$ cat src/rtl/adder_tree_gather.sv
// -----------------------------------------------------------------------------
// adder_tree_gather
//
// Serial-to-parallel gather stage that sits directly in front of adder_tree.
// One signed IDATA_WIDTH sample is accepted per input handshake. INPUTS_NUM
// consecutive samples are packed into the vector that adder_tree consumes.
// The vector is presented through a registered valid/ready output.
//
// Optional feature (macro ADDER_TREE_GATHER_LAST_EN):
//   defined   - ilast closes a frame early. The unused lanes are zero-padded,
//               so the downstream sum is unaffected, and ocount reports the
//               number of populated lanes.
//   undefined - ilast is ignored. Only full vectors are emitted, and ocount
//               is always INPUTS_NUM once a vector has been loaded.
//
// Parameters:
//   INPUTS_NUM  - lanes per output vector (>= 2, any value)
//   IDATA_WIDTH - width of one sample
//
// Ports:
//   clk    - rising-edge clock
//   rst_n  - asynchronous active-low reset
//   ivalid - input sample valid
//   iready - stage can take a sample this cycle (combinational, independent
//            of ivalid)
//   idata  - input sample (opaque bits; adder_tree does the sign extension)
//   ilast  - sample closes the current frame (qualified by ivalid && iready)
//   ovalid - output vector valid
//   oready - downstream accepts the vector
//   odata  - gathered vector; lane 0 holds the first sample of the frame
//   ocount - number of populated lanes in odata (1..INPUTS_NUM)
// -----------------------------------------------------------------------------
module adder_tree_gather #(
    parameter int INPUTS_NUM  = 8,
    parameter int IDATA_WIDTH = 8
) (
    input  logic                                        clk,
    input  logic                                        rst_n,
    input  logic                                        ivalid,
    output logic                                        iready,
    input  logic signed [IDATA_WIDTH-1:0]               idata,
    input  logic                                        ilast,
    output logic                                        ovalid,
    input  logic                                        oready,
    output logic [INPUTS_NUM-1:0][IDATA_WIDTH-1:0]      odata,
    output logic [$clog2(INPUTS_NUM+1)-1:0]             ocount
);

    localparam int LANE_W = $clog2(INPUTS_NUM);
    localparam int CNT_W  = $clog2(INPUTS_NUM+1);

    localparam logic [LANE_W-1:0] LAST_LANE = LANE_W'(INPUTS_NUM - 1);

    typedef logic [INPUTS_NUM-1:0][IDATA_WIDTH-1:0] vec_t;

    // Lane counter and fill buffer. The top lane of fill_p0 is never written,
    // because the sample for lane INPUTS_NUM-1 always closes the frame and
    // goes straight into the output register.
    logic [LANE_W-1:0] cnt;
    vec_t              fill_p0;

    logic cnt_last;
    logic closing;
    logic accept;
    logic load;

    // Assemble the outgoing vector. Lanes below the closing lane come from the
    // fill buffer, the closing lane takes the live sample, and every lane above
    // it is forced to zero. This keeps leftovers from longer earlier frames out
    // of a short frame.
    function automatic vec_t build_vec(
        input vec_t                    fill,
        input logic [LANE_W-1:0]       close_lane,
        input logic [IDATA_WIDTH-1:0]  sample
    );
        vec_t v;
        v = '0;
        for (int k = 0; k < INPUTS_NUM; k++) begin
            if (k < int'(close_lane)) begin
                v[k] = fill[k];
            end else if (k == int'(close_lane)) begin
                v[k] = sample;
            end else begin
                v[k] = '0;
            end
        end
        return v;
    endfunction

    // Number of populated lanes for a frame closing on close_lane.
    function automatic logic [CNT_W-1:0] lane_count(
        input logic [LANE_W-1:0] close_lane
    );
`ifdef ADDER_TREE_GATHER_LAST_EN
        return CNT_W'(close_lane) + CNT_W'(1);
`else
        // Only full frames exist in this build.
        return (close_lane == LAST_LANE) ? CNT_W'(INPUTS_NUM) : CNT_W'(INPUTS_NUM);
`endif
    endfunction

    assign cnt_last = (cnt == LAST_LANE);

`ifdef ADDER_TREE_GATHER_LAST_EN
    assign closing = cnt_last || ilast;
`else
    logic unused_ilast;
    assign unused_ilast = ilast;
    assign closing      = cnt_last;
`endif

    // A non-closing sample only touches the fill buffer, so it can always be
    // taken. A closing sample needs the output register. That register is
    // free when it is empty or when it is being drained in this same cycle.
    assign iready = !closing || !ovalid || oready;
    assign accept = ivalid && iready;
    assign load   = accept && closing;

    // ---- stage p0: fill buffer (data only, no reset) ----
    always_ff @(posedge clk) begin
        if (accept && !closing) begin
            fill_p0[cnt] <= idata;
        end
    end

    // ---- stage p0: lane counter ----
    always_ff @(posedge clk or negedge rst_n) begin
        if (!rst_n) begin
            cnt <= '0;
        end else if (accept) begin
            if (closing) begin
                cnt <= '0;
            end else begin
                cnt <= cnt + LANE_W'(1);
            end
        end
    end

    // ---- stage p1: output register ----
    // A load takes priority over the drain-clear. A transfer and a load in the
    // same cycle therefore keep ovalid high and swap in the new vector without
    // a bubble.
    always_ff @(posedge clk or negedge rst_n) begin
        if (!rst_n) begin
            ovalid <= 1'b0;
            odata  <= '0;
            ocount <= '0;
        end else if (load) begin
            ovalid <= 1'b1;
            odata  <= build_vec(fill_p0, cnt, idata);
            ocount <= lane_count(cnt);
        end else if (ovalid && oready) begin
            ovalid <= 1'b0;
        end
    end

endmodule

$ cat config.mk
export PLATFORM = sky130hd
export DESIGN_NAME = adder_tree_gather
export DESIGN_NICKNAME = d
export VERILOG_FILES = /design/src/rtl/adder_tree_gather.sv
export SDC_FILE = /design/constraint.sdc
export NUM_CORES = 1
export LEC_CHECK = 0
export ABC_CLOCK_PERIOD_IN_PS = 2300
export BUFFER_PORTS_ARGS = -buffer_cell sky130_fd_sc_hd__buf_4
export CAP_MARGIN = 10
export CORE_ASPECT_RATIO = 0.75
export CORE_MARGIN = 2
export CORE_UTILIZATION = 51
export CTS_CLUSTER_DIAMETER = 100
export DETAILED_ROUTE_END_ITERATION = 12
export PLACE_DENSITY = 0.76
export SLEW_MARGIN = 10
export SYNTH_ARGS = -nofsm -noshare
export SYNTH_HDL_FRONTEND = slang
export SYNTH_SLANG_ARGS = --single-unit
export TNS_END_PERCENT = 20
$ cat constraint.sdc
create_clock -name clk -period 2.3 [get_ports clk]
set_input_delay 0.115 -clock clk [delete_from_list [all_inputs] [get_ports clk]]
set_output_delay 0.115 -clock clk [all_outputs]
set_load 0.05 [all_outputs]
==> qor.yml, run 1 <==
status: "complete, no violations"
hold_path.class: "in -> reg"
synth_edf_count: 56
drc: 0
synth_most_common_cell: "dfrtp_1"
ys_top_cells_by_area: "dfrtp_1, edfxtp_1, mux2_1"
setup_tns_ns: 0
clk_pin_slew_ns: 0.06
clock_skew_ns: 0.01587
whs_path_depth: 3
syn-cell-area_mm2: 0.005395
r2r_start: "cnt[0]"
maxCapViolCount: 0
overflow: 0
crit_path_start_kind: "flop"
rows: 32
yosys.area.top_type: "dfrtp_1"
fmax_ghz: 0.4700
clockBufferDepth: 2
dp_hpwl_mm: 7.106
cts_buffers: 17
worstSetupStartpoint: "cnt[0]"
final_layout_size_suffix_gt1_frac: 0.3382
ys_top_cells_by_count: "dfrtp_1, edfxtp_1, mux2_1"
p_leak_nw: 2.925
seqCellArea_mm2: 0.003408
yosysWarnings: 0
p_per_area_mw_per_mm2: 1630
clkLatencyLatePin_ns: 0.41
worstMarginPinSlew_ns: 0.8558
synth_flop_cell: "dfrtp_1"
antenna_found_initial: 0
gp_congestion: 0.8352
grt_start_max_net_pins: 70
die_h_um: 93.08
synth.avg_cell_area_um2: 13.87
vdd_drop_max_uv: 1032
routedWlPerCell_um: 18.36
cp.arrival_ns: 2.41
vias: 3355
numPortBuffers: 78
layout.nets: 485
ys_ff_latch: 125
cts_root_buf: "clkbuf_16"
worst_r2r_path_depth: 5
syn_inst: 389
worstPathRequired_ns: 2.58
synth_cell_types: 36
fin_crit_sh: 0.9250
syn_to_final_growth_pct: 24.58
ios: 83
fin_ws_ns: 0.1725
grt_setup_unrepaired: "false"
track_usage: 0.2146
relSlewSlack: 0.4295
clkSinkCount: 125
hold_viol_final: 0
dr.first_iter.drc_count: 186
die_w_um: 122.8
synth_top_area_share: 0.3200
setup_viol: 0
start_util: 0.5243
slew_violations: 0
num_antenna_cells: 0
drt_wl_total_mm: 11.29
grt_pass1_wl_mm: 17.81
ys_async_sr_fraction: 0.5520
setup.worst_path.end_class: "flop"
cts_setup_buffers: 0
design.core.area_mm2: 0.01029
grt_pass1_vias: 3377
critPathMaxFanout: 24
holdCritStartpoint: "oready"
dieArea_mm2: 0.01143
ys_seq_area_frac: 0.6317
multiInputGateArea_mm2: 0.001734
cts_tree: "yes"
fin_crit_ns: 2.128
critical_path_class: "reg -> reg"
dp_slack_ns: 0.05973
firstDrtPassIters: 5
h-tree-depth: 4
antenna_left: 0
avgViaCountPerCell: 5.455
fillers: 762
per-layer routing:
layer | wire, um | vias up | track usage
met4 | 68 | 0 | 0.08333
li1 | - | 1564 | -
met5 | 0 | - | 0
met3 | 841 | 6 | 0.05854
met2 | 5365 | 127 | 0.3287
met1 | 5013 | 1658 | 0.2926
area by class of cell:
class | instances | share of cell area
inverters | 11 | 0.006143
flip-flops and latches | 125 | 0.5071
repair buffers | 95 | 0.1102
multi-input cells | 216 | 0.2580
well taps | 136 | 0.02532
clock inverters | 11 | 0.01992
clock buffers | 21 | 0.07334
critical path, cell delays in order, from the launching register on:
cell and delay (ns):
dfrtp_1 0.42, ha_1 0.23, ha_1 0.31, and3_2 0.44
buf_12 0.24, mux2_1 0.34
repair_timing:
action                                  4_1_cts  5_1_grt
hold endpoints to repair                     69        0
endpoints found under the setup margin        0       16
hold buffers                                  1        0
resized for setup                             0        1
cells in the final DEF (no fill, tap or decap), types with 2 or more instances in the layout:
master / instances
o21ai_1: 16
clkinv_1: 2
a22o_1: 24
ha_1: 6
nand3_1: 9
inv_1: 8
nor2_1: 4
dfrtp_1: 69
inv_2: 3
edfxtp_1: 56
bufinv_16: 3
mux2i_1: 9
buf_12: 2
nor3_1: 2
clkinvlp_4: 2
nand2_1: 30
mux2_1: 33
mux2_4: 8
nand2b_1: 2
o21ai_0: 16
mux2_2: 24
and2_1: 2
buf_4: 92
clkbuf_16: 19
clkinv_2: 3
o31ai_1: 8
conb_1: 3
nand4_1: 8
metrics by stage:
step	area, um2	power, mW	utilization	hold slack [ns]	std cells
floorplan	5403	6.848	-	-0.1806	391
global placement	6076	8.083	0.5905	0.2812	582
detailed placement	6076	8.223	0.5905	0.2937	582
CTS	6713	11.02	0.6524	0.01181	615
global route	6721	11.44	0.6532	0.02963	615
finish	6721	10.96	0.6532	0.01703	615
state kept, by name (all words and copies together), names as in the netlist:
signal,flops
cnt,3
fill_p0,56
ocount,1
odata,64
ovalid,1
report_power, final:
part	internal, mW	switching [mW]
Combinational	1.62	3.21
Sequential	3.01	0.335
Clock	1.85	0.925
Total	6.48	4.47
cells by family (layout without fill, tap and decap cells):
group / count (synthesis) / in the layout / synth area share
other: 1 / 3 / 0.0006951
adder cells (fa/ha/maj): 6 / 6 / 0.01391
flip-flops: 125 / 125 / 0.6317
buffers and inverters: 50 / 138 / 0.05009
AND/OR/NAND/NOR: 66 / 66 / 0.05960
AO/OA/AOI/OAI: 67 / 67 / 0.08604
multiplexers: 74 / 74 / 0.1579
worst paths after layout:
path                        endpoint  slack, ns
hold / removal                ovalid       0.02
hold reg to reg             odata[7]       0.48
min in group asynchronous  odata[27]       0.38
setup / recovery           odata[15]       0.17
setup reg to reg           odata[15]       0.17
max in group asynchronous  odata[61]       1.37
No activity file was read; power rests on OpenSTA's default activity.
==> run 2: changes to the inputs <==
Settings changed: MAX_ROUTING_LAYER set to met4.
==> run 2 against run 1 <==
Largest power group unchanged. Total power is essentially flat. Largest cell class unchanged. Critical endpoint is now odata[12]. Maximum frequency rose by 0.26%. Non-clock buffer count is the same. Sequential share of layout area stayed put. Via count rose by 0.27%. Critical path type unchanged. Combinational power barely moved. Register-to-register slack about the same. Sequential power about the same. Worst setup slack improved by 0.0054 ns. Worst hold slack gained 0.0036 ns.
==> qor.yml, run 2 (synthesis results as in run 1) <==
worstMarginPinSlew_ns: 0.8609
vias: 3364
slew_violations: 0
fin_cells: 615
rows: 32
cts_tree: "yes"
fin_crit_ns: 2.122
drc: 0
largest_register: "odata"
maxCapViolCount: 0
layout_commonest_cell: "buf_4"
die_h_um: 93.08
dp_hpwl_mm: 7.106
vdd_drop_max_uv: 1032
clkSinkCount: 125
dieArea_mm2: 0.01143
gp_congestion: 0.8481
grt_pass1_wl_mm: 17.84
design.core.area_mm2: 0.01029
crit_path_start_kind: "flop"
worstPathRequired_ns: 2.59
largest_reg_flops: 64
grt_start_max_net_pins: 70
critPathMaxFanout: 24
setup_viol: 0
track_usage: 0.2211
dp_cells: 582
critical_path_class: "reg -> reg"
antenna_left: 0
setup_tns_ns: 0
ios: 83
numPortBuffers: 78
h-tree-depth: 4
p_leak_nw: 2.925
setup.worst_path.end_class: "flop"
drt_wl_total_mm: 11.32
fin_crit_sh: 0.9226
relSlewSlack: 0.4261
dr.first_iter.drc_count: 183
overflow: 0
grt_setup_unrepaired: "false"
dp_slack_ns: 0.05973
cts_root_buf: "clkbuf_16"
fillers: 762
clkLatencyLatePin_ns: 0.41
fin_ws_ns: 0.1779
cp.arrival_ns: 2.41
top_regs: "odata (64), fill_p0 (56), cnt (3)"
start_util: 0.5243
cts_setup_buffers: 0
final_layout_size_suffix_gt1_frac: 0.3382
status: "complete, no violations"
num_antenna_cells: 0
syn_to_final_growth_pct: 24.58
routedWlPerCell_um: 18.41
cts_buffers: 17
layout_common_cells: "buf_4, dfrtp_1, edfxtp_1, mux2_1, nand2_1"
die_w_um: 122.8
clk_pin_slew_ns: 0.06
clock_skew_ns: 0.01104
hold_path.class: "in -> reg"
total_power_mw: 10.96
p_per_area_mw_per_mm2: 1630
antenna_found_initial: 0
fmax_ghz: 0.4712
firstDrtPassIters: 5
layout.nets: 485
avgViaCountPerCell: 5.470
hold_viol_final: 0
clockBufferDepth: 2
grt_pass1_vias: 3357
## run 2: what timing repair did
item                                    4_1_cts  5_1_grt
hold buffers                                  1        0
endpoints found under the hold margin        69        0
endpoints found under the setup margin        0       16
gates resized for setup                       0        1
## run 2: cell type report
type / instances / area [um2] / share of cell area
clock buffer: 21 / 493.0 / 0.07334
multi-input combinational: 216 / 1734 / 0.2580
clock inverter: 11 / 133.9 / 0.01992
timing repair buffer: 95 / 740.7 / 0.1102
inverter: 11 / 41.29 / 0.006143
sequential: 125 / 3408 / 0.5071
tap: 136 / 170.2 / 0.02532
## run 2: critical path, cell delays in order, from the launching register on
cell and delay (ns):
dfrtp_1 0.42, ha_1 0.22, ha_1 0.31, and3_2 0.44, buf_12 0.24, mux2_1 0.35
## run 2: metal layers
layer | global-route usage | up-vias | part of all wire
met5 | - | - | 0
met4 | 0.08333 | 0 | 0.012
met3 | 0.05549 | 11 | 0.068
met2 | 0.3278 | 121 | 0.47
met1 | 0.2967 | 1668 | 0.45
li1 | - | 1564 | -
## run 2: per-stage QoR
stage | utilization | cell area [um2] | hold WS (ns)
floorplan | - | 5403 | -0.1806
global placement | 0.5905 | 6076 | 0.2812
detailed placement | 0.5905 | 6076 | 0.2937
CTS | 0.6524 | 6713 | 0.01181
global route | 0.6532 | 6721 | 0.02945
finish | 0.6532 | 6721 | 0.02064
## run 2: worst paths after layout
check	cells past startpoint	start	slack, ns	endpoint
worst max register to register	5	cnt[0]	0.18	odata[12]
worst min register to register	1	odata[7]	0.48	odata[7]
worst min-delay path	3	oready	0.02	ovalid
max in group asynchronous	2	rst_n	1.37	odata[61]
min in group asynchronous	2	rst_n	0.39	odata[11]
worst max-delay path	5	cnt[0]	0.18	odata[12]
## run 2: report_power, final
group          switching, mW  internal, mW
clock                  0.925          1.85
sequential             0.333          3.01
combinational           3.21          1.62
